`src/rtl/aes_byte_serial_sched_pkg.sv`:
```
// Shared constants and state encoding for the byte-serial AES-128 scheduler.
// Reused by the scheduler, datapath and benches.
package aes_byte_serial_sched_pkg;
  localparam int NB_BYTES     = 16;
  localparam int NR           = 10;
  localparam int AES_KEY_BITS = 128;

  typedef enum logic [1:0] {
    S_IDLE,
    S_LOAD,
    S_ROUND,
    S_FINISH
  } state_t;
endpackage

```
`src/rtl/aes_byte_serial_sched_if.sv`:
```
// Host <-> scheduler bundle: start handshake, key/data, abort, byte stream
// and round strobes. master = host side, slave = scheduler side.
interface aes_byte_serial_sched_if;
  import aes_byte_serial_sched_pkg::*;

  logic                    start_valid;
  logic                    start_ready;
  logic [AES_KEY_BITS-1:0] key_in;
  logic [AES_KEY_BITS-1:0] data_in;
  logic                    abort;
  logic [7:0]              key_byte;
  logic [7:0]              data_byte;
  logic [3:0]              byte_idx;
  logic                    load_en;
  logic                    round_en;
  logic [3:0]              round;
  logic                    last_round;
  logic                    done;
  logic                    busy;

  modport master (
    output start_valid, key_in, data_in, abort,
    input  start_ready, key_byte, data_byte, byte_idx,
    input  load_en, round_en, round, last_round, done, busy
  );

  modport slave (
    input  start_valid, key_in, data_in, abort,
    output start_ready, key_byte, data_byte, byte_idx,
    output load_en, round_en, round, last_round, done, busy
  );
endinterface

```
`src/rtl/aes_byte_serial_sched_serializer.sv`:
```
// 128-bit parallel-load register shifted out MSB byte first.
// Ports: clk, rst, i_load (capture i_din), i_shift, o_byte = top byte.
module aes_byte_serial_sched_serializer
  import aes_byte_serial_sched_pkg::*;
(
  input  logic                    clk,
  input  logic                    rst,
  input  logic                    i_load,
  input  logic                    i_shift,
  input  logic [AES_KEY_BITS-1:0] i_din,
  output logic [7:0]              o_byte
);
  logic [AES_KEY_BITS-1:0] r_sr;

  always_ff @(posedge clk) begin
    if (rst)
      r_sr <= '0;
    else if (i_load)
      r_sr <= i_din;
    else if (i_shift)
      r_sr <= {r_sr[AES_KEY_BITS-9:0], 8'h00};
  end

  assign o_byte = r_sr[AES_KEY_BITS-1 -: 8];
endmodule

```
`src/rtl/aes_byte_serial_sched.sv`:
```
// Byte-serial AES-128 sequencer: load 16 key/data bytes, then NR rounds.
// Ports: clk, rst (sync, active-high), bus (slave side of the bundle).
module aes_byte_serial_sched
  import aes_byte_serial_sched_pkg::*;
(
  input  logic                  clk,
  input  logic                  rst,
  aes_byte_serial_sched_if.slave bus
);
  state_t     r_state;
  state_t     w_next;
  logic [3:0] r_byte_cnt;
  logic [3:0] r_round;
  logic       w_accept;
  logic       w_abort;
  logic       w_last_byte;
  logic       w_last_rnd;
  logic [7:0] w_key_ser;
  logic [7:0] w_data_ser;

  logic [7:0] w_kb, w_db;
  logic [3:0] w_idx, w_rnd;
  logic       w_ld, w_re, w_lr, w_dn, w_bs;

  logic [7:0] r_kb, r_db;
  logic [3:0] r_idx, r_rnd;
  logic       r_ld, r_re, r_lr, r_dn, r_bs;

  assign bus.start_ready = (r_state == S_IDLE) & ~rst;
  // abort outranks a same-cycle start in IDLE
  assign w_accept    = bus.start_valid & bus.start_ready & ~bus.abort;
  assign w_abort     = bus.abort & (r_state != S_IDLE);
  assign w_last_byte = (r_byte_cnt == 4'(NB_BYTES - 1));
  assign w_last_rnd  = (r_round == 4'(NR));

  aes_byte_serial_sched_serializer u_key_ser (
    .clk     (clk),
    .rst     (rst),
    .i_load  (w_accept),
    .i_shift (r_state == S_LOAD),
    .i_din   (bus.key_in),
    .o_byte  (w_key_ser)
  );

  aes_byte_serial_sched_serializer u_data_ser (
    .clk     (clk),
    .rst     (rst),
    .i_load  (w_accept),
    .i_shift (r_state == S_LOAD),
    .i_din   (bus.data_in),
    .o_byte  (w_data_ser)
  );

  always_ff @(posedge clk) begin
    if (rst)
      r_state <= S_IDLE;
    else
      r_state <= w_next;
  end

  always_comb begin
    w_next = r_state;
    if (w_abort) begin
      w_next = S_IDLE;
    end else begin
      unique case (r_state)
        S_IDLE:   if (w_accept) w_next = S_LOAD;
        S_LOAD:   if (w_last_byte) w_next = S_ROUND;
        S_ROUND:  if (w_last_byte && w_last_rnd) w_next = S_FINISH;
        S_FINISH: w_next = S_IDLE;
      endcase
    end
  end

  always_ff @(posedge clk) begin
    if (rst || w_abort) begin
      r_byte_cnt <= '0;
      r_round    <= '0;
    end else begin
      unique case (r_state)
        S_IDLE: begin
          r_byte_cnt <= '0;
          r_round    <= '0;
        end
        S_LOAD: begin
          r_byte_cnt <= r_byte_cnt + 4'd1;
          if (w_last_byte) r_round <= 4'd1;
        end
        S_ROUND: begin
          r_byte_cnt <= r_byte_cnt + 4'd1;
          if (w_last_byte && !w_last_rnd)
            r_round <= r_round + 4'd1;
        end
        S_FINISH: r_round <= '0;
      endcase
    end
  end

  // next values of the registered outputs, decoded from the current state
  always_comb begin
    w_kb  = '0;
    w_db  = '0;
    w_idx = '0;
    w_rnd = '0;
    w_ld  = 1'b0;
    w_re  = 1'b0;
    w_lr  = 1'b0;
    w_dn  = 1'b0;
    w_bs  = 1'b0;
    if (!w_abort) begin
      unique case (1'b1)
        r_state == S_LOAD: begin
          w_ld  = 1'b1;
          w_bs  = 1'b1;
          w_kb  = w_key_ser;
          w_db  = w_data_ser;
          w_idx = r_byte_cnt;
        end
        r_state == S_ROUND: begin
          w_re  = 1'b1;
          w_bs  = 1'b1;
          w_idx = r_byte_cnt;
          w_rnd = r_round;
          w_lr  = w_last_rnd;
        end
        r_state == S_FINISH: begin
          w_dn = 1'b1;
          w_bs = 1'b1;
        end
        default: ;
      endcase
    end
  end

  always_ff @(posedge clk) begin
    if (rst) begin
      r_kb  <= '0;
      r_db  <= '0;
      r_idx <= '0;
      r_rnd <= '0;
      r_ld  <= 1'b0;
      r_re  <= 1'b0;
      r_lr  <= 1'b0;
      r_dn  <= 1'b0;
      r_bs  <= 1'b0;
    end else begin
      r_kb  <= w_kb;
      r_db  <= w_db;
      r_idx <= w_idx;
      r_rnd <= w_rnd;
      r_ld  <= w_ld;
      r_re  <= w_re;
      r_lr  <= w_lr;
      r_dn  <= w_dn;
      r_bs  <= w_bs;
    end
  end

  assign bus.key_byte   = r_kb;
  assign bus.data_byte  = r_db;
  assign bus.byte_idx   = r_idx;
  assign bus.round      = r_rnd;
  assign bus.load_en    = r_ld;
  assign bus.round_en   = r_re;
  assign bus.last_round = r_lr;
  assign bus.done       = r_dn;
  assign bus.busy       = r_bs;
endmodule
```
`src/flat_wrapper.sv`:
```
// flat-port wrapper written by rule: the top's interface ports become plain ports
module aes_byte_serial_sched_flat import aes_byte_serial_sched_pkg::*;
  (clk, rst, bus_start_valid, bus_key_in, bus_data_in, bus_abort, bus_start_ready, bus_key_byte, bus_data_byte, bus_byte_idx, bus_load_en, bus_round_en, bus_round, bus_last_round, bus_done, bus_busy);
  aes_byte_serial_sched_if bus_i ();
  input  logic clk;
  input  logic rst;
  input wire logic [$bits(bus_i.start_valid)-1:0] bus_start_valid;
  input wire logic [$bits(bus_i.key_in)-1:0] bus_key_in;
  input wire logic [$bits(bus_i.data_in)-1:0] bus_data_in;
  input wire logic [$bits(bus_i.abort)-1:0] bus_abort;
  output wire logic [$bits(bus_i.start_ready)-1:0] bus_start_ready;
  output wire logic [$bits(bus_i.key_byte)-1:0] bus_key_byte;
  output wire logic [$bits(bus_i.data_byte)-1:0] bus_data_byte;
  output wire logic [$bits(bus_i.byte_idx)-1:0] bus_byte_idx;
  output wire logic [$bits(bus_i.load_en)-1:0] bus_load_en;
  output wire logic [$bits(bus_i.round_en)-1:0] bus_round_en;
  output wire logic [$bits(bus_i.round)-1:0] bus_round;
  output wire logic [$bits(bus_i.last_round)-1:0] bus_last_round;
  output wire logic [$bits(bus_i.done)-1:0] bus_done;
  output wire logic [$bits(bus_i.busy)-1:0] bus_busy;
  assign bus_i.start_valid = bus_start_valid;
  assign bus_i.key_in = bus_key_in;
  assign bus_i.data_in = bus_data_in;
  assign bus_i.abort = bus_abort;
  assign bus_start_ready = bus_i.start_ready;
  assign bus_key_byte = bus_i.key_byte;
  assign bus_data_byte = bus_i.data_byte;
  assign bus_byte_idx = bus_i.byte_idx;
  assign bus_load_en = bus_i.load_en;
  assign bus_round_en = bus_i.round_en;
  assign bus_round = bus_i.round;
  assign bus_last_round = bus_i.last_round;
  assign bus_done = bus_i.done;
  assign bus_busy = bus_i.busy;
  aes_byte_serial_sched u_core (.clk(clk), .rst(rst), .bus(bus_i));
endmodule
```
`config.mk`:
```
export PLATFORM = sky130hd
export DESIGN_NAME = aes_byte_serial_sched_flat
export DESIGN_NICKNAME = d
export VERILOG_FILES = /design/src/rtl/aes_byte_serial_sched_pkg.sv /design/src/rtl/aes_byte_serial_sched_if.sv /design/src/rtl/aes_byte_serial_sched_serializer.sv /design/src/rtl/aes_byte_serial_sched.sv /design/src/flat_wrapper.sv
export SDC_FILE = /design/constraint.sdc
export NUM_CORES = 1
export LEC_CHECK = 0
export CAP_MARGIN = 20
export CORE_UTILIZATION = 25
export CTS_CLUSTER_SIZE = 24
export DETAILED_ROUTE_END_ITERATION = 8
export PLACE_DENSITY = 0.57
export SYNTH_ARGS = -nofsm -noshare
export SYNTH_HDL_FRONTEND = slang
export SYNTH_SLANG_ARGS = --single-unit
```
`constraint.sdc`:
```
create_clock -name clk -period 4.7 [get_ports clk]
set_input_delay 0.94 -clock clk [delete_from_list [all_inputs] [get_ports clk]]
set_output_delay 0.94 -clock clk [all_outputs]
set_load 0.03 [all_outputs]
```
==> results of run 1 <==
==> synthesized netlist by cell type, drive strengths merged <==
cell	count
and2	3
nand2b	1
a21oi	23
inv	4
nand2	23
nand3b	17
and3	25
a22oi	2
a31oi	1
a211oi	240
or2	1
or2b	1
nor2	249
nor3	1
o21a	1
or4	1
ha	10
a21o	1
a32oi	1
or3	1
o21ai	4
dfxtp	295
nand4b	2
o211a	1
mux2i	241
clkbuf	57
nand3	4
buf	66
nor4b	1
mux2	2
and3b	1
nor2b	4
==> layout make-up <==
class,count,share of cell area (%)
Inverter,4,0.08833
Tap cell,664,4.888
Clock buffer,51,5.992
Sequential cell,295,34.74
Clock inverter,11,0.8171
Multi-Input combinational cell,862,35.57
Timing Repair Buffer,300,17.90
==> worst max-delay path: stages, from the launching register on <==
cell	delay, ps
dfxtp_1	480
inv_1	140
ha_1	260
nor2b_2	170
clkdlybuf4s50_1	610
==> placed cells by master, fill, tap and decap left out, drive strengths merged, types with 2 or more instances in the layout <==
cell           Yosys  final
nor2             249    249
nand3              4      4
clkinvlp           0      2
and3              25     25
nand2             23     23
inv                4      4
nand4b             2      2
a211oi           240    240
buf               66     12
mux2i            241    241
o21ai              4      4
bufinv             0      3
dfxtp            295    295
clkbuf            57     51
and2               3      3
nand3b            17     17
clkdlybuf4s50      0    288
clkinv             0      6
ha                10     10
nor2b              4      4
a21oi             23     23
mux2               2      2
a22oi              2      2
==> power by group <==
group	internal, uW	total (uW)	leakage (uW)	switching [uW]
Combinational	832	1660	0.00286	832
Clock	1670	2760	0.000563	1090
Sequential	2800	2990	0.00241	191
Total	5300	7410	0.00583	2110
==> registers in the layout, summed over array words and instances (netlist names) <==
signal and flops:
u_core.u_data_ser.r_sr 128, u_core.u_key_ser.r_sr 128, u_core.bus.data_byte 8, u_core.bus.key_byte 8
u_core.bus.byte_idx 4, u_core.bus.round 4, u_core.r_byte_cnt 4, u_core.r_round 4
u_core.r_state 2, u_core.bus.busy 1, u_core.bus.done 1, u_core.bus.last_round 1
u_core.bus.load_en 1, u_core.bus.round_en 1
==> layer usage <==
metal	vias to the layer above	GRT usage (%)	part of all wire, %
li1	5088	-	-
met1	4579	19.09	49
met2	230	20.91	43
met3	53	3.781	6.3
met4	10	4.323	1.9
met5	-	0	0.19
==> stage by stage <==
stage | total power (uW) | cell area [sq um]
floorplan | 4170 | 12470
global placement | 4684 | 15840
detailed placement | 4712 | 15840
CTS | 7536 | 17000
global route | 7785 | 17000
finish | 7415 | 17000
==> cells by family (layout without fill, tap and decap cells) <==
family          count (synthesis)  after routing  share of synthesized area (%)
fa+ha+maj                      10             10                          1.003
compound gates                274            274                          15.97
flops                         295            295                          47.35
simple gates                  335            335                          11.72
buf+inv                       127            366                          4.434
mux                           243            243                          19.52
==> path summary, 6_finish.rpt <==
path                              start                          to  slack (ps)  cells after the start
max reg2reg           u_core.r_state[0]  u_core.u_data_ser.r_sr[13]        2090                      7
min          u_core.u_key_ser.r_sr[126]      u_core.bus.key_byte[6]         480                      1
min reg2reg  u_core.u_key_ser.r_sr[126]      u_core.bus.key_byte[6]         480                      1
max                   u_core.r_state[0]             bus_start_ready        1570                      4
==> impl_metrics.env, run 1 <==
export IMPL_status="finished clean"
export IMPL_rows=81
export IMPL_synth_area_leaders="dfxtp_1, mux2i_1, a211oi_1"
export IMPL_overflow=0
export IMPL_grt_max_degree=250
export IMPL_dr_pass1_iters=4
export IMPL_ys_seq_area_share_pct=47.35
export IMPL_num_vias=9960
export IMPL_grt_antenna_before_repair=5
export IMPL_worstHoldPathType="reg -> reg"
export IMPL_synth_nets=1554
export IMPL_tightest_slew_ps=1177
export IMPL_relSlewSlack_pct=21.56
export IMPL_post_route_util_pct=34.65
export IMPL_postCtsSetupRepairBufs=0
export IMPL_worst_path_max_fanout=6
export IMPL_portBuffers=289
export IMPL_wl_um=36350
export IMPL_setup_ws_ps=1573
export IMPL_finalSetupViolations=0
export IMPL_grt_pass1_wl_um=55450
export IMPL_wire_per_inst_um=16.62
export IMPL_hold_viol_final=0
export IMPL_vias_per_cell=4.554
export IMPL_max_clock_path_buffers=3
export IMPL_syn_area_sq_mm=0.01247
export IMPL_drc=0
export IMPL_start_kind="register"
export IMPL_ys_types=36
export IMPL_syn_to_final_growth_pct=36.29
export IMPL_cts_sinks=295
export IMPL_dpl_worst_slack_ps=1598
export IMPL_yosysTopAreaCell="dfxtp_1"
export IMPL_fin_crit_ps=3127
export IMPL_layout_cells_non_filler=2187
export IMPL_core_sq_mm=0.04905
export IMPL_avgSynthCellArea_sq_um=9.713
export IMPL_synth_top_area_share_pct=47.35
export IMPL_finClkSkew_ps=12.42
export IMPL_n_antenna_cell=0
export IMPL_cts_resized_gates=0
export IMPL_synth_seq_cells=295
export IMPL_yosysWarnings=0
export IMPL_maxSlewViolCount=0
export IMPL_rsz0062_at_grt="false"
export IMPL_multi_input_area_sq_mm=0.006046
export IMPL_nets=1769
export IMPL_clkLatencyLatePin_ps=530
export IMPL_endpoint_kind="output port"
export IMPL_dpl_cell_count=2125
export IMPL_cts_root_buf="clkbuf_16"
export IMPL_die_area_sq_mm=0.05078
export IMPL_holdWs_ps=479.8
export IMPL_ios=290
export IMPL_crit_required_ps=3760
export IMPL_grt_util_all_layers_pct=13.88
export IMPL_crit_arrival_ps=2190
export IMPL_vdd_drop_max_v=0.0001934
export IMPL_ant_nets=0
export IMPL_path_class="reg -> out"
export IMPL_syn_inst=1284
export IMPL_final_seq_area_sq_mm=0.005906
export IMPL_clkTransAtPathRegs_ps=60
export IMPL_post_route_period_util_pct=66.54
export IMPL_n_fill_cell=5078
export IMPL_maxCapViolations=0
export IMPL_drt_iter0_markers=426
export IMPL_hpwl_um=24020
export IMPL_drive_above_1_share_pct=4.924
export IMPL_cts_buffers=36
export IMPL_htree_levels=2
export IMPL_die_height_um=225.4
export IMPL_tritoncts="yes"
export IMPL_initial_core_util_pct=25.43
export IMPL_grt_pass1_vias=9889
export IMPL_totalNegativeSetupSlack_ps=0
export IMPL_place_congestion=0.7664
export IMPL_ctsHoldBuffers=0
export IMPL_p_per_area_mw_per_mm2=436.2
export IMPL_leakage_uw=0.005832
export IMPL_fmaxAchievable_ghz=0.3198
export IMPL_die_w_um=225.4
No activity file was read; power rests on OpenSTA's default activity.
==> run 2, diff against run 1 <==
- PLACE_DENSITY: 0.57 -> 0.58
- clock period: 4.7 -> 2.7 ns (I/O delays scaled with it)
==> run 2 against run 1 <==
Compared with the run above:
- die area is the same
- combinational power up 80%
- core utilization grew 0.66 points
- critical endpoint unchanged
==> impl_metrics.env, run 2 (synthesized netlist as in run 1, its figures left out) <==
export IMPL_status="finished clean"
export IMPL_crit_start="u_core.r_state[0]"
export IMPL_maxCapViolations=0
export IMPL_p_comb_share_pct=23.1
export IMPL_swShare_pct=28.42
export IMPL_reg_largest_list="u_core.u_data_ser.r_sr x128, u_core.u_key_ser.r_sr x128"
export IMPL_tritoncts="yes"
export IMPL_die_w_um=225.4
export IMPL_finalSetupViolations=0
export IMPL_ios=290
export IMPL_leakage_uw=0.006006
export IMPL_grt_pass1_vias=10102
export IMPL_crit_arrival_ps=1930
export IMPL_p_clk_share_pct=36.7
export IMPL_internal_power_uw=9271
export IMPL_max_clock_path_buffers=3
export IMPL_grt_antenna_before_repair=2
export IMPL_p_per_area_mw_per_mm2=747.8
export IMPL_worstHoldPathType="in -> reg"
export IMPL_tightest_slew_ps=661.0
export IMPL_relSlewSlack_pct=55.93
export IMPL_holdWs_ps=280.5
export IMPL_ctsHoldBuffers=0
export IMPL_grt_pass1_wl_um=56640
export IMPL_pwr_share_seq_pct=40.2
export IMPL_place_congestion=0.7501
export IMPL_wl_um=36590
export IMPL_initial_core_util_pct=25.43
export IMPL_drt_iter0_markers=437
export IMPL_totalNegativeSetupSlack_ps=0
export IMPL_hold_viol_final=0
export IMPL_htree_levels=2
export IMPL_cts_sinks=295
export IMPL_drc=0
export IMPL_final_common_cell="dfxtp_1"
export IMPL_rows=81
export IMPL_rsz0062_at_grt="false"
export IMPL_cts_buffers=36
export IMPL_finClkSkew_ps=23.35
export IMPL_maxSlewViolCount=0
export IMPL_wire_per_inst_um=16.53
export IMPL_hpwl_um=25290
export IMPL_n_fill_cell=5023
export IMPL_grt_max_degree=145
export IMPL_start_kind="register"
export IMPL_post_route_period_util_pct=91.43
export IMPL_overflow=0
export IMPL_nets=1795
export IMPL_grt_util_all_layers_pct=14.20
export IMPL_portBuffers=289
export IMPL_num_vias=10206
export IMPL_path_class="reg -> out"
export IMPL_clkLatencyLatePin_ps=530
export IMPL_syn_to_final_growth_pct=38.86
export IMPL_vias_per_cell=4.610
export IMPL_vdd_drop_max_v=0.0003521
export IMPL_die_height_um=225.4
export IMPL_p_switching_uw=3681
export IMPL_worst_path_max_fanout=6
export IMPL_final_seq_area_sq_mm=0.005906
export IMPL_core_sq_mm=0.04905
export IMPL_die_area_sq_mm=0.05078
export IMPL_endpoint_kind="output port"
export IMPL_drive_above_1_share_pct=6.460
export IMPL_clkTransAtPathRegs_ps=60
export IMPL_fin_crit_ps=2469
export IMPL_r2r_start="u_core.r_state[0]"
export IMPL_multi_input_area_sq_mm=0.006046
export IMPL_ant_nets=0
export IMPL_final_cell_mix="dfxtp_1, clkdlybuf4s50_1, nor2_1"
export IMPL_cts_root_buf="clkbuf_16"
export IMPL_crit_required_ps=2160
export IMPL_dr_pass1_iters=5
export IMPL_fmaxAchievable_ghz=0.4051
export IMPL_hp_start="rst"
## run 2: changes by cell type in the layout (fill, tap and decap cells not counted), sizes merged
| cell | previous run | this run |
|---|---|---|
| diode | 0 | 2 |
| buf | 12 | 38 |
| clkdlybuf4s50 | 288 | 287 |
| dlygate4sd2 | 0 | 1 |
| clkbuf | 51 | 50 |
## run 2: final cells by class
class	count	share of cell area, %
diodes	2	0.02890
clock buffers	50	5.801
clock inverters	11	0.8236
inverters	4	0.08669
multi-input cells	862	34.91
flip-flops and latches	295	34.10
well taps	664	4.797
repair buffers	326	19.46
## run 2: worst max-delay path: stages, from the launching register on
cell	delay, ps
dfxtp_1	480
inv_1	130
ha_1	270
nor2b_2	180
dlygate4sd2_1	350
## run 2: worst paths after layout
path,end,slack (ps),cells past startpoint
worst max-delay path,bus_start_ready,230,4
worst min-delay path,u_core.u_key_ser.r_sr[127],280,2
worst max register to register,u_core.u_key_ser.r_sr[114],430,8
worst min register to register,u_core.bus.data_byte[6],480,1
## run 2: power by group through the flow
stage | Clock (uW) | Sequential, uW | Combinational (uW)
3_3_place_gp | 0 | 5300 | 2970
2_1_floorplan | 0 | 5170 | 2090
3_5_place_dp | 0 | 5300 | 2990
5_1_grt | 5120 | 5270 | 3240
6_report | 4750 | 5200 | 2990
4_1_cts | 4930 | 5210 | 3010
## run 2: repair_timing
item	4_1_cts	5_1_grt
endpoints found under the hold margin	0	0
gates resized for setup	1	0
setup endpoints to repair	1	0
buffers inserted	0	0
## run 2: metal layers
metal	GRT usage [%]	vias up	share of wire, %
met2	21.56	276	43
met1	19.61	4747	48
met4	3.643	2	1.8
met3	4.003	47	7.0
met5	0	-	0.036
li1	-	5134	-
## run 2: through the flow
step           std cells  setup WS [ps]  power (uW)  area [sq um]  utilization (%)
6_report            2214          231.3       12950         17320            35.31
5_1_grt             2212          103.5       13630         17310            35.30
4_1_cts             2211          186.6       13150         17290            35.24
3_5_place_dp        2150          260.8        8297         16140            32.90
3_3_place_gp        2150          337.1        8260         16140            32.90
2_1_floorplan       1284          762.8        7259         12470                -
